===== src/rtl/mux_n_skid_pkg.sv =====
// Shared types and helpers for the mux_n_skid selector slice.
package mux_n_pkg;

    typedef enum logic [1:0] {SK_EMPTY, SK_ONE, SK_TWO} skid_state_e;

    // Fill bit for the out-of-range default word; replicate to the word width.
    localparam logic DEFAULT_FILL = 1'b1;

    function automatic int clog2_min1(input int n);
        int r;
        r = 0;
        while ((1 << r) < n) r++;
        return (r < 1) ? 1 : r;
    endfunction

endpackage


===== src/rtl/mux_n_skid_if.sv =====
// Request/response bundle for mux_n_skid: select side and back-pressured word side.
interface mux_n_skid_if #(
    parameter int NUM_CH = 9,
    parameter int WIDTH  = 16,
    parameter int SEL_W  = 4
);
    logic [NUM_CH*WIDTH-1:0] din;
    logic [SEL_W-1:0]        sel;
    logic                    in_valid;
    logic                    in_ready;
    logic [WIDTH-1:0]        dout;
    logic                    sel_err;
    logic                    out_valid;
    logic                    out_ready;

    modport master (
        output din, sel, in_valid, out_ready,
        input  in_ready, dout, sel_err, out_valid
    );

    modport slave (
        input  din, sel, in_valid, out_ready,
        output in_ready, dout, sel_err, out_valid
    );
endinterface


===== src/rtl/mux_n_skid_buf.sv =====
// Generic 2-entry skid buffer; in_ready is registered and only reflects skid occupancy.
module mux_n_skid_buf
    import mux_n_pkg::*;
#(
    parameter int W = 17
) (
    input  logic         clk,
    input  logic         rst_n,
    input  logic [W-1:0] in_data,
    input  logic         in_valid,
    output logic         in_ready,
    output logic [W-1:0] out_data,
    output logic         out_valid,
    input  logic         out_ready
);

    skid_state_e  state_q, state_d;
    logic [W-1:0] main_q, main_d;
    logic [W-1:0] skid_q, skid_d;
    logic         rdy_q;
    logic         accept;
    logic         transfer;

    assign in_ready  = rdy_q;
    assign out_valid = (state_q != SK_EMPTY);
    assign out_data  = main_q;
    assign accept    = in_valid & rdy_q;
    assign transfer  = out_valid & out_ready;

    always_comb begin
        state_d = state_q;
        main_d  = main_q;
        skid_d  = skid_q;
        case (state_q)
            SK_EMPTY: begin
                if (accept) begin
                    main_d  = in_data;
                    state_d = SK_ONE;
                end
            end
            SK_ONE: begin
                if (accept && transfer) begin
                    main_d = in_data;
                end else if (accept) begin
                    skid_d  = in_data;
                    state_d = SK_TWO;
                end else if (transfer) begin
                    state_d = SK_EMPTY;
                end
            end
            SK_TWO: begin
                if (transfer) begin
                    main_d  = skid_q;
                    state_d = SK_ONE;
                end
            end
            default: state_d = SK_EMPTY;
        endcase
    end

    // rdy_q tracks the next state so it is low exactly while both entries are full.
    always_ff @(posedge clk or negedge rst_n) begin
        if (!rst_n) begin
            state_q <= SK_EMPTY;
            main_q  <= '0;
            skid_q  <= '0;
            rdy_q   <= 1'b0;
        end else begin
            state_q <= state_d;
            main_q  <= main_d;
            skid_q  <= skid_d;
            rdy_q   <= (state_d != SK_TWO);
        end
    end

endmodule


===== src/rtl/mux_n_skid.sv =====
// N-to-1 word selector with out-of-range default and registered skid output.
// Optional saturating error counter enabled by MUX_N_SKID_ERR_CNT_EN.
module mux_n_skid
    import mux_n_pkg::*;
#(
    parameter int               NUM_CH       = 9,
    parameter int               WIDTH        = 16,
    parameter int               SEL_W        = clog2_min1(NUM_CH),
    parameter logic [WIDTH-1:0] DEFAULT_WORD = {WIDTH{DEFAULT_FILL}}
) (
    input  logic        clk,
    input  logic        rst_n,
    mux_n_skid_if.slave bus
`ifdef MUX_N_SKID_ERR_CNT_EN
    ,
    output logic [15:0] err_cnt
`endif
);

    logic [WIDTH-1:0] word;
    logic             err;
    logic [WIDTH:0]   out_word;

    always_comb begin
        word = DEFAULT_WORD;
        err  = 1'b1;
        for (int unsigned k = 0; k < NUM_CH; k++) begin
            if (bus.sel == SEL_W'(k)) begin
                word = bus.din[k*WIDTH +: WIDTH];
                err  = 1'b0;
            end
        end
    end

    mux_n_skid_buf #(
        .W(WIDTH + 1)
    ) u_buf (
        .clk      (clk),
        .rst_n    (rst_n),
        .in_data  ({err, word}),
        .in_valid (bus.in_valid),
        .in_ready (bus.in_ready),
        .out_data (out_word),
        .out_valid(bus.out_valid),
        .out_ready(bus.out_ready)
    );

    assign bus.dout    = out_word[WIDTH-1:0];
    assign bus.sel_err = out_word[WIDTH];

`ifdef MUX_N_SKID_ERR_CNT_EN
    always_ff @(posedge clk or negedge rst_n) begin
        if (!rst_n) begin
            err_cnt <= '0;
        end else if (bus.in_valid && bus.in_ready && err && (err_cnt != 16'hFFFF)) begin
            err_cnt <= err_cnt + 16'd1;
        end
    end
`endif

endmodule


===== src/flat_wrapper.sv =====
// flat-port wrapper written by rule: the top's interface ports become plain ports
module mux_n_skid_flat import mux_n_pkg::*;
#(
    parameter int               NUM_CH       = 9,
    parameter int               WIDTH        = 16,
    parameter int               SEL_W        = clog2_min1(NUM_CH),
    parameter logic [WIDTH-1:0] DEFAULT_WORD = {WIDTH{DEFAULT_FILL}}
)
  (clk, rst_n, bus_din, bus_sel, bus_in_valid, bus_out_ready, bus_in_ready, bus_dout, bus_sel_err, bus_out_valid);
  mux_n_skid_if #(.NUM_CH(NUM_CH), .WIDTH(WIDTH), .SEL_W(SEL_W)) bus_i ();
  input  logic clk;
  input  logic rst_n;
  input wire logic [$bits(bus_i.din)-1:0] bus_din;
  input wire logic [$bits(bus_i.sel)-1:0] bus_sel;
  input wire logic [$bits(bus_i.in_valid)-1:0] bus_in_valid;
  input wire logic [$bits(bus_i.out_ready)-1:0] bus_out_ready;
  output wire logic [$bits(bus_i.in_ready)-1:0] bus_in_ready;
  output wire logic [$bits(bus_i.dout)-1:0] bus_dout;
  output wire logic [$bits(bus_i.sel_err)-1:0] bus_sel_err;
  output wire logic [$bits(bus_i.out_valid)-1:0] bus_out_valid;
  assign bus_i.din = bus_din;
  assign bus_i.sel = bus_sel;
  assign bus_i.in_valid = bus_in_valid;
  assign bus_i.out_ready = bus_out_ready;
  assign bus_in_ready = bus_i.in_ready;
  assign bus_dout = bus_i.dout;
  assign bus_sel_err = bus_i.sel_err;
  assign bus_out_valid = bus_i.out_valid;
  mux_n_skid #(.NUM_CH(NUM_CH), .WIDTH(WIDTH), .SEL_W(SEL_W), .DEFAULT_WORD(DEFAULT_WORD)) u_core (.clk(clk), .rst_n(rst_n), .bus(bus_i));
endmodule

===== config.mk =====
export PLATFORM = sky130hd
export DESIGN_NAME = mux_n_skid_flat
export DESIGN_NICKNAME = d
export VERILOG_FILES = /design/src/rtl/mux_n_skid_pkg.sv /design/src/rtl/mux_n_skid_if.sv /design/src/rtl/mux_n_skid_buf.sv /design/src/rtl/mux_n_skid.sv /design/src/flat_wrapper.sv
export SDC_FILE = /design/constraint.sdc
export NUM_CORES = 1
export LEC_CHECK = 0
export ABC_AREA = 1
export ABC_CLOCK_PERIOD_IN_PS = 1600
export CELL_PAD_IN_SITES_DETAIL_PLACEMENT = 0
export CELL_PAD_IN_SITES_GLOBAL_PLACEMENT = 1
export CORE_AREA = 2 2 115 117
export CTS_CLUSTER_DIAMETER = 60
export CTS_CLUSTER_SIZE = 28
export DETAILED_ROUTE_END_ITERATION = 8
export DIE_AREA = 0 0 117 119
export MAX_ROUTING_LAYER = met4
export PLACE_DENSITY_LB_ADDON = 0.1
export SLEW_MARGIN = 15
export SYNTH_ARGS = -nofsm -noshare
export SYNTH_HDL_FRONTEND = slang
export SYNTH_HIERARCHICAL = 1
export SYNTH_SLANG_ARGS = --single-unit

===== constraint.sdc =====
create_clock -name clk -period 1.6 [get_ports clk]
set_clock_uncertainty 0.15 [all_clocks]
set_input_delay 0.48 -clock clk [delete_from_list [all_inputs] [get_ports clk]]
set_output_delay 0.48 -clock clk [all_outputs]
set_load 0.02 [all_outputs]

==> impl_metrics.json <==
{
  "outcome": "complete, but fails checks",
  "violations": "setup timing",
  "max-slew-margin-rel_pct": 74.2,
  "finalCritPeriodShare_pct": 115,
  "whs_path_depth": 2,
  "routed_via_density": 4.45,
  "synth_area_leader_cell": "dfrtp_1",
  "coreArea_mm2": 0.0129,
  "post-dp-hpwl_mm": 10.2,
  "rsz0062_at_grt": "true",
  "syn-num-nets": 706,
  "fp.dieW_um": 117,
  "globalRoute.totalOverflow": 0,
  "multi_input_area_mm2": 0.00225,
  "io_buffers": 170,
  "yosysSeqAreaShare_pct": 27.4,
  "r2r_end": "u_core/u_buf/out_data[12]",
  "cp-start-kind": "input pin",
  "htreeDepth": 2,
  "hold_violations": 0,
  "wirelength_mm": 13.1,
  "cts_buffers": 5,
  "grt_start_max_net_pins": 25,
  "endpoint": "u_core/u_buf/out_data[3]",
  "synth_top_family_by_area": "simple AND/OR/NAND/NOR gates",
  "worst_ir_drop_vdd_mv": 0.472,
  "combPwrFrac_pct": 56.1,
  "synthTopCellsByArea": "dfrtp_1 (27%), nand2_1 (20%), nand3_1 (14%)",
  "final_cell_mix": "nand2_1 (166), clkdlybuf4s50_1 (146), inv_1 (75), nand3_1 (70), dfrtp_1 (37)",
  "cts_root_buf": "clkbuf_16",
  "required_ps": 1620,
  "row_count": 42,
  "powerDensity_mw_per_mm2": 990,
  "r2r_start": "u_core/u_buf/state_q[0]",
  "fill_cells": 1311,
  "cts_max_path_buffers": 2,
  "min_period_ps": 1850,
  "firstDrtPassIters": 6,
  "path_max_fanout": 5,
  "start_util_pct": 26.3,
  "drive_above_1_share_pct": 20.3,
  "reg2reg_slack_ps": 100,
  "slew_viol_final": 0,
  "ys_types": 26,
  "synth_largest_type_area_fraction_pct": 27.4,
  "worstSetupPathType": "in -> reg",
  "seqCellArea_um2": 926,
  "tightest_slew_ps": 387,
  "clk_latency_ps": 280,
  "wl_per_cell_um": 14.0,
  "layout_commonest_cell": "nand2_1",
  "syn_area_per_cell_um2": 6.10,
  "num_io_pins": 171,
  "drt.antenna.violating_nets": 0,
  "power.leakage_uw": 0.00294,
  "synth_mux_area_share_pct": 0,
  "r2r_cells": 8,
  "synthesis.area_mm2": 0.00338,
  "setup-violations-final": 32,
  "areaGrowthSynthToFinish_pct": 83.1,
  "cp_data_arrival_time_ps": 1870,
  "holdWs_ps": 317,
  "intPower_uw": 3590,
  "track_usage_pct": 19.5,
  "grt_pass1_wl_mm": 20.7,
  "utilization_pct": 48.1,
  "power_frac_seq_pct": 27.2,
  "synth-simple-area-share_pct": 56.0,
  "dieArea_mm2": 0.0139,
  "max_cap_violations": 0,
  "p_sw_uw": 2540,
  "synth_compound_area_share_pct": 2.66,
  "routabilityCongestion": 0.863,
  "synth_fa_ha_area_share_pct": 0,
  "vias": 4182,
  "clk_pin_slew_ps": 50,
  "cts_sinks": 37,
  "ys_warn_count": 6,
  "startpoint": "bus_sel[2]",
  "stdcell_count": 940,
  "chipHeight_um": 119,
  "hold_path.class": "reg -> reg",
  "finalSetupTns_ps": -4610,
  "grt_pass1_vias": 4170,
  "fmax_mhz": 542,
  "ys_seq_elements": 37,
  "antenna_found_initial": 0,
  "cts_tree": "built",
  "nets": 915,
  "drt_iter0_markers": 223,
  "diodes": 0,
  "netlist_instances": 554,
  "layout_setup_ws_ps": -246,
  "dp_cells": 913,
  "worstSetupEndpointType": "register",
  "power_frac_clock_pct": 16.8,
  "fin_area_mm2": 0.00619,
  "swShare_pct": 41.4,
  "drc": 0,
  "place_area_mm2": 0.00555,
  "synth_xor_area_share_pct": 0
}
-- metal layers --
layer	wire (um)	GRT usage (%)	up-vias	part of all wire, %
met5	0	-	-	0
met4	235	5.00	0	1.8
met3	797	3.36	16	6.1
met2	6600	33.5	136	50
met1	5500	23.4	1870	42
li1	-	-	2160	-
-- synthesized netlist by cell type, drive strengths merged --
library cell	number
clkinv	1
nand2	191
nand3	92
or2	22
nor4	1
nor2	40
nand3b	18
buf	23
nand4	26
dfrtp	37
a21oi	1
inv	81
clkbuf	4
o21ai	17
-- cells by family (layout without fill, tap and decap cells) --
logic type / count (synthesis) / count (layout)
buf+inv: 109 / 318
flops: 37 / 37
simple gates: 390 / 391
compound gates: 18 / 18
-- repair_timing --
| action | 4_1_cts | 5_1_grt |
|---|---|---|
| resized for setup | 103 | 64 |
| buffers inserted | 13 | 0 |
| pin swaps | 61 | 57 |
| endpoints found under the setup margin | 53 | 45 |
| cloned | 6 | 1 |
| hold buffers | 1 | 0 |
| endpoints found under the hold margin | 13 | 0 |
-- worst max-delay path: stages --
cell and delay, ps:
buf_8 100, buf_6 110, nor2_4 170, buf_12 150, buf_12 110, buf_16 100
nand3b_1 70, nand4_1 80, nor2_1 50, nand4_1 120, nand2_1 100, nand2_1 60
nand2_1 50, nand3_1 60, nand2_1 50
-- power groups by stage --
| stage | Clock [uW] | Sequential [uW] | Combinational, uW |
|---|---|---|---|
| after floorplan | 0 | 1920 | 1580 |
| after detailed placement | 0 | 1680 | 3340 |
| final | 1030 | 1660 | 3440 |
| after global routing | 1090 | 1720 | 3790 |
| after CTS | 1060 | 1670 | 3390 |
| after global placement | 0 | 1670 | 3320 |
-- stage by stage --
stage / worst slack, ps / power [uW]
finish: -246 / 6130
floorplan: -241 / 3500
CTS: -204 / 6110
global route: -364 / 6600
detailed placement: -942 / 5020
global placement: -915 / 4990
-- registers in the layout, indices dropped and copies added (netlist names) --
register and count:
u_core/u_buf/in_ready 1, u_core/u_buf/out_data 17, u_core/u_buf/skid_q 17, u_core/u_buf/state_q 2
-- worst min-delay path by stage --
stage / startpoint / to / slack, ps
finish: u_core/u_buf/out_data[16] / u_core/u_buf/out_data[16] / 320
global route: u_core/u_buf/skid_q[11] / u_core/u_buf/skid_q[11] / 350
CTS: u_core/u_buf/skid_q[10] / u_core/u_buf/skid_q[10] / 320
detailed placement: rst_n / u_core/u_buf/state_q[1] / 270
floorplan: rst_n / u_core/u_buf/in_ready / 30
global placement: rst_n / u_core/u_buf/state_q[1] / 280
-- cell type report --
type | count | area share (%)
Clock inverter | 1 | 0.0808
Multi-Input combinational cell | 409 | 36.4
Clock buffer | 7 | 2.46
Tap cell | 176 | 3.56
Inverter | 82 | 5.03
Timing Repair Buffer | 228 | 37.6
Sequential cell | 37 | 14.9
Power figures use the tool's default switching activity.
